==> src/rtl/fetch_queue_unit_pkg.sv <==
// Shared fetch types: FSM states, MIPS branch opcodes, queue entry layout.
// Used by fetch_queue_unit and fetch_bht (BHT built only with FETCH_BHT_EN).
package fetch_queue_unit_pkg;

    localparam int XLEN  = 32;
    localparam int CTR_W = 2;

    localparam logic [5:0] OP_REGIMM = 6'b000001;
    localparam logic [5:0] OP_BEQ    = 6'b000100;
    localparam logic [5:0] OP_BGTZ   = 6'b000111;

    typedef enum logic [1:0] {
        ST_IDLE = 2'd0,
        ST_WAIT = 2'd1,
        ST_DROP = 2'd2
    } fetch_state_t;

    typedef struct packed {
        logic [XLEN-1:0]  instr;
        logic [XLEN-1:0]  pc;
        logic [XLEN-1:0]  pc4;
        logic             pred;
        logic [CTR_W-1:0] ctr;
    } fetch_entry_t;

    function automatic logic is_cond_branch(input logic [XLEN-1:0] instr);
        logic [5:0] op;
        op = instr[31:26];
        return (op == OP_REGIMM) || ((op >= OP_BEQ) && (op <= OP_BGTZ));
    endfunction

endpackage

==> src/rtl/fetch_bht.sv <==
// Branch history table of two-bit saturating counters.
// Lookups are combinational and see the value before a same-cycle update.
module fetch_bht
    import fetch_queue_unit_pkg::*;
#(
    parameter int BHT_BITS = 6
) (
    input  logic                CLK,
    input  logic                RESET,
    input  logic [BHT_BITS-1:0] lookup_idx,
    input  logic                update_en,
    input  logic [BHT_BITS-1:0] update_idx,
    input  logic                taken,
    output logic [CTR_W-1:0]    lookup_ctr
);

    localparam int N = 1 << BHT_BITS;

    logic [CTR_W-1:0] ctr_q [N];

    assign lookup_ctr = ctr_q[lookup_idx];

    always_ff @(posedge CLK or negedge RESET) begin
        if (!RESET) begin
            for (int i = 0; i < N; i++) begin
                ctr_q[i] <= 2'b01;
            end
        end else if (update_en) begin
            if (taken && (ctr_q[update_idx] != 2'b11)) begin
                ctr_q[update_idx] <= ctr_q[update_idx] + 2'd1;
            end else if (!taken && (ctr_q[update_idx] != 2'b00)) begin
                ctr_q[update_idx] <= ctr_q[update_idx] - 2'd1;
            end
        end
    end

endmodule

==> src/rtl/fetch_queue_unit.sv <==
// IF-side fetch unit: PC generation, single-outstanding fetch, head queue.
// Optional branch prediction is enabled with the FETCH_BHT_EN macro.
module fetch_queue_unit
    import fetch_queue_unit_pkg::*;
#(
    parameter logic [31:0] RESET_PC = 32'hBFC00000,
    parameter int          DEPTH    = 2,
    parameter int          BHT_BITS = 6
) (
    input  logic        CLK,
    input  logic        RESET,
    input  logic        FLUSH,
    input  logic [31:0] Redirect_Addr_IN,
    input  logic        STALL,
    output logic        Mem_Req_OUT,
    output logic [31:0] Mem_Addr_OUT,
    input  logic        Mem_Ack_IN,
    input  logic [31:0] Mem_Data_IN,
    output logic        Instr_Valid_OUT,
    output logic [31:0] Instr1_OUT,
    output logic [31:0] Instr_PC_OUT,
    output logic [31:0] Instr_PC_Plus4_OUT,
    output logic        Branch_prediction_OUT,
    output logic [1:0]  Branch_predictions_OUT,
    input  logic        Bht_Update_IN,
    input  logic [31:0] Bht_Update_PC_IN,
    input  logic        Bht_Taken_IN
);

    localparam int PW = $clog2(DEPTH);
    localparam int CW = PW + 1;

    fetch_state_t state_q, state_d;
    logic [31:0]  pc_q;
    logic         req_q;
    logic [31:0]  addr_q;

    fetch_entry_t   q_mem [DEPTH];
    logic [PW-1:0]  rd_ptr, wr_ptr;
    logic [CW-1:0]  count_q;

    logic         pop, push, issue;
    logic         pred;
    logic [1:0]   ctr;
    logic [31:0]  pc4, next_pc;
    fetch_entry_t head, new_entry;

    assign pc4   = pc_q + 32'd4;
    assign pop   = !STALL && (count_q != '0) && !FLUSH;
    assign push  = (state_q == ST_WAIT) && Mem_Ack_IN && !FLUSH;
    // Credit is judged after this cycle's pop; nothing is in flight in IDLE.
    assign issue = (state_q == ST_IDLE) && !FLUSH &&
                   ((count_q - CW'(pop)) < CW'(DEPTH));

`ifdef FETCH_BHT_EN
    logic [1:0] bht_ctr;
    logic       unused_bht;

    fetch_bht #(.BHT_BITS(BHT_BITS)) u_bht (
        .CLK        (CLK),
        .RESET      (RESET),
        .lookup_idx (pc_q[BHT_BITS+1:2]),
        .update_en  (Bht_Update_IN),
        .update_idx (Bht_Update_PC_IN[BHT_BITS+1:2]),
        .taken      (Bht_Taken_IN),
        .lookup_ctr (bht_ctr)
    );

    assign ctr     = is_cond_branch(Mem_Data_IN) ? bht_ctr : 2'b00;
    assign pred    = ctr[1];
    assign next_pc = pred ? pc4 + {{14{Mem_Data_IN[15]}},
                                   Mem_Data_IN[15:0], 2'b00}
                          : pc4;
    assign unused_bht = ^{Bht_Update_PC_IN[31:BHT_BITS+2],
                          Bht_Update_PC_IN[1:0]};
`else
    logic unused_bht;

    assign ctr        = 2'b00;
    assign pred       = 1'b0;
    assign next_pc    = pc4;
    assign unused_bht = ^{Bht_Update_IN, Bht_Update_PC_IN,
                          Bht_Taken_IN, (BHT_BITS > 0)};
`endif

    assign new_entry = '{instr: Mem_Data_IN, pc: pc_q, pc4: pc4,
                         pred: pred, ctr: ctr};

    assign head = (count_q != '0) ? q_mem[rd_ptr] : '0;

    assign Instr_Valid_OUT        = (count_q != '0);
    assign Instr1_OUT             = head.instr;
    assign Instr_PC_OUT           = head.pc;
    assign Instr_PC_Plus4_OUT     = head.pc4;
    assign Branch_prediction_OUT  = head.pred;
    assign Branch_predictions_OUT = head.ctr;
    assign Mem_Req_OUT            = req_q;
    assign Mem_Addr_OUT           = addr_q;

    always_comb begin
        state_d = state_q;
        unique case (state_q)
            ST_IDLE: if (issue) state_d = ST_WAIT;
            ST_WAIT: begin
                if (Mem_Ack_IN)  state_d = ST_IDLE;
                else if (FLUSH)  state_d = ST_DROP;
            end
            // An ack during DROP retires the stale request even under FLUSH.
            ST_DROP: if (Mem_Ack_IN) state_d = ST_IDLE;
            default: state_d = ST_IDLE;
        endcase
    end

    always_ff @(posedge CLK or negedge RESET) begin
        if (!RESET) begin
            state_q <= ST_IDLE;
            pc_q    <= RESET_PC;
            req_q   <= 1'b0;
            addr_q  <= '0;
        end else begin
            state_q <= state_d;
            req_q   <= issue;
            if (issue) addr_q <= pc_q;
            if (FLUSH)      pc_q <= Redirect_Addr_IN;
            else if (push)  pc_q <= next_pc;
        end
    end

    always_ff @(posedge CLK or negedge RESET) begin
        if (!RESET) begin
            rd_ptr  <= '0;
            wr_ptr  <= '0;
            count_q <= '0;
        end else if (FLUSH) begin
            rd_ptr  <= '0;
            wr_ptr  <= '0;
            count_q <= '0;
        end else begin
            if (push) wr_ptr <= wr_ptr + 1'b1;
            if (pop)  rd_ptr <= rd_ptr + 1'b1;
            count_q <= count_q + CW'(push) - CW'(pop);
        end
    end

    always_ff @(posedge CLK) begin
        if (push) q_mem[wr_ptr] <= new_entry;
    end

endmodule
==> config.mk <==
export PLATFORM = sky130hd
export DESIGN_NAME = fetch_queue_unit
export DESIGN_NICKNAME = d
export VERILOG_FILES = /design/src/rtl/fetch_queue_unit_pkg.sv /design/src/rtl/fetch_bht.sv /design/src/rtl/fetch_queue_unit.sv
export SDC_FILE = /design/constraint.sdc
export NUM_CORES = 1
export LEC_CHECK = 0
export BUFFER_PORTS_ARGS = -buffer_cell sky130_fd_sc_hd__buf_2
export CORE_ASPECT_RATIO = 1.5
export CORE_MARGIN = 2
export CORE_UTILIZATION = 40
export DETAILED_ROUTE_END_ITERATION = 16
export PLACE_DENSITY = 0.69
export SLEW_MARGIN = 20
export SYNTH_ARGS = -nofsm -noshare
export SYNTH_HDL_FRONTEND = slang
export SYNTH_HIERARCHICAL = 1
export SYNTH_SLANG_ARGS = --single-unit
==> constraint.sdc <==
create_clock -name CLK -period 16.2 [get_ports CLK]
set_input_delay 0 -clock CLK [delete_from_list [all_inputs] [get_ports CLK]]
set_output_delay 0 -clock CLK [all_outputs]
set_load 0.02 [all_outputs]
==> results.sh <==
export IMPL_root_buffer="clkbuf_16"
export IMPL_synth_seq_area_share=0.680
export IMPL_crit_type="reg2out"
export IMPL_num_antenna_cells=0
export IMPL_finClkSkew_ps=11.3
export IMPL_synth_top_cell_area_share=0.516
export IMPL_stdcell_count=1405
export IMPL_dpl_cell_count=1293
export IMPL_fp_coreArea_mm2=0.0270
export IMPL_synth_seq_cells=259
export IMPL_avgSynthCellArea_um2=13.6
export IMPL_path_delay_family="buffers and inverters"
export IMPL_crit_required_ps=16200
export IMPL_min_path_type="in2reg"
export IMPL_cts_tree="yes"
export IMPL_fillerInstances=2337
export IMPL_ys_types=40
export IMPL_syn_inst=804
export IMPL_layout_drive_gt1_share=0.278
export IMPL_grt_max_degree=82
export IMPL_track_usage=0.177
export IMPL_dp_hpwl_um=16500
export IMPL_maxCapViolCount=0
export IMPL_fin_crit_ps=2920
export IMPL_fin_crit_sh=0.180
export IMPL_worst_slack_ps=13280
export IMPL_vias_per_cell=5.08
export IMPL_whs_ps=38.4
export IMPL_routed_wl_um=26000
export IMPL_setup_worst_path_start_class="register"
export IMPL_overflow=0
export IMPL_crit_buf_inv=2
export IMPL_powerDensity_mw_per_mm2=127
export IMPL_vdd_drop_max_mv=0.0840
export IMPL_drt_drc_violations_left=0
export IMPL_slowest_delay_ps=900
export IMPL_h_tree_depth=1
export IMPL_synthArstFlopShare=0.274
export IMPL_rows=74
export IMPL_cp_depth=4
export IMPL_slew_headroom=0.320
export IMPL_ys_warnings_count=6
export IMPL_drv_slew=0
export IMPL_die_w_um=139
export IMPL_syn_area_mm2=0.0109
export IMPL_die_area_mm2=0.0287
export IMPL_clk_pin_slew_ps=70
export IMPL_max_freq_mhz=342
export IMPL_pre_cts_slack_ps=13070
export IMPL_hold_viol_final=0
export IMPL_endpoint_kind="output pin"
export IMPL_cp_data_arrival_time_ps=2920
export IMPL_setup_violations=0
export IMPL_power_mw=1.74
export IMPL_drt_initial_drc_count=313
export IMPL_port_buffers=198
export IMPL_die_h_um=206
export IMPL_tightestPinTransition_ps=1020
export IMPL_postCtsSetupBuffers=0
export IMPL_cp_max_fo=58
export IMPL_area_delta_synth_final_pct=25.4
export IMPL_r2r_cells=4
export IMPL_numCtsBuffers=25
export IMPL_tns_ps=0
export IMPL_synth_edff_count=188
export IMPL_grt_pass1_vias=7081
export IMPL_ant_nets=0
export IMPL_place_gp_congestion=0.794
export IMPL_rsz0062_at_grt="false"
export IMPL_clock_sinks=259
export IMPL_worstReg2RegStart="state_q[1]"
export IMPL_initial_utilization=0.404
export IMPL_status="completed"
export IMPL_route_detailed_wl_per_inst_um=18.5
export IMPL_p_leak_nw=5.15
export IMPL_synth_commonest_cells="edfxtp_1 (188), nor2_1 (125), mux2i_1 (95)"
export IMPL_synthTopCellsByArea="edfxtp_1 (52%), dfrtp_1 (14%), mux2i_1 (8.7%)"
export IMPL_vias=7144
export IMPL_crit_end="Instr1_OUT[17]"
export IMPL_grt_pass1_wl_um=39600
export IMPL_worstPathCellList="buf_4 -> mux2i_1 -> nor2_1 -> buf_2"
export IMPL_crit_path_start="rd_ptr"
export IMPL_clock_path_buffers=3
export IMPL_final_nets=1151
export IMPL_worstReg2RegEnd="q_mem[0][66]"
export IMPL_antenna_found_initial=0
export IMPL_ios=236
export IMPL_yosysTopAreaCell="edfxtp_1"
export IMPL_yosysMostFrequentCell="edfxtp_1"
export IMPL_clkLatencyLatePin_ps=530
export IMPL_synth_ff_type="edfxtp_1"
export IMPL_timing_reg2reg_setup_slack_ps=13300
export IMPL_drt_pass1_iter_count=5
export IMPL_cp_slowest_cell="buf_4"
worst reg2reg max path, delay by kind of cell (launching register included):
family	cells	cell delay, ps
buffers and inverters	1	730
and+or+nand+nor	3	1330
DFF	1	420
registers in the layout, summed over array words and instances, names as in the netlist:
| register | count |
|---|---|
| wr_ptr | 1 |
| Mem_Req_OUT | 1 |
| rd_ptr | 1 |
| state_q | 2 |
| pc_q | 32 |
| count_q | 2 |
| Mem_Addr_OUT | 32 |
| q_mem | 188 |
worst min path at each step:
stage | start | end | slack, ps | depth (start not counted)
after global placement | Mem_Data_IN[19] | q_mem[1][83] | 190 | 1
final | FLUSH | count_q[1] | 40 | 3
after CTS | FLUSH | count_q[1] | 20 | 3
after floorplan | RESET | Mem_Addr_OUT[0] | -300 | 0
after detailed placement | Mem_Data_IN[30] | q_mem[0][94] | 190 | 1
after global routing | FLUSH | count_q[1] | 60 | 3
area by class of cell:
class                   count  area (um2)  share of cell area
repair buffers            272        1740               0.127
flip-flops and latches    259        7440               0.542
inverters                   8        30.0             0.00219
clock buffers              29         661              0.0482
multi-input cells         479        3250               0.237
well taps                 342         428              0.0312
clock inverters            16         171              0.0125
cell families (layout without fill, tap and decap cells):
logic type               Yosys count  in the layout  synth area share
AO/OA/AOI/OAI                     52             52            0.0303
XOR/XNOR                          44             44            0.0352
adder cells (fa/ha/maj)            3              3           0.00343
buffers and inverters             68            325            0.0269
flip-flops                       259            259             0.680
multiplexers                     126            126             0.119
other                              1              3          0.000343
AND/OR/NAND/NOR                  251            251             0.105
power by group:
group          switching [mW]  internal [mW]
Sequential             0.0465          0.776
Combinational           0.201          0.125
Clock                   0.248          0.341
per-stage QoR:
| stage | area [um2] | util |
|---|---|---|
| finish | 13700 | 0.507 |
| floorplan | 10900 | - |
| CTS | 13700 | 0.506 |
| global route | 13700 | 0.507 |
| detailed placement | 12200 | 0.451 |
| global placement | 12200 | 0.450 |
layer usage:
layer  vias up  wire, um  share of wire  global-route usage
li1       3399         -              -                   -
met1      3503     10100           0.39               0.209
met2       198     14100           0.54               0.332
met3        44      1120          0.043              0.0213
met4         0       685          0.026              0.0617
met5         -         0              0                   0
what timing repair did:
| item | 4_1_cts | 5_1_grt |
|---|---|---|
| hold endpoints to repair | 161 | 0 |
| hold buffers | 67 | 0 |
| gates resized for setup | 0 | 0 |
cell usage in the layout (no fill, tap or decap), types with 10 or more instances in the layout:
| cell type | n |
|---|---|
| mux2_2 | 31 |
| buf_2 | 197 |
| dlygate4sd3_1 | 67 |
| mux2i_1 | 95 |
| clkbuf_16 | 25 |
| o31ai_1 | 10 |
| nand4_1 | 11 |
| edfxtp_1 | 188 |
| nor2_1 | 123 |
| xnor2_1 | 28 |
| nand3_1 | 19 |
| dfrtp_1 | 61 |
| nor3_1 | 13 |
| xor2_1 | 16 |
| or4_1 | 13 |
| nand2_1 | 41 |
| a31oi_1 | 12 |
| o21ai_0 | 19 |
(Power assumes the default switching activity.)
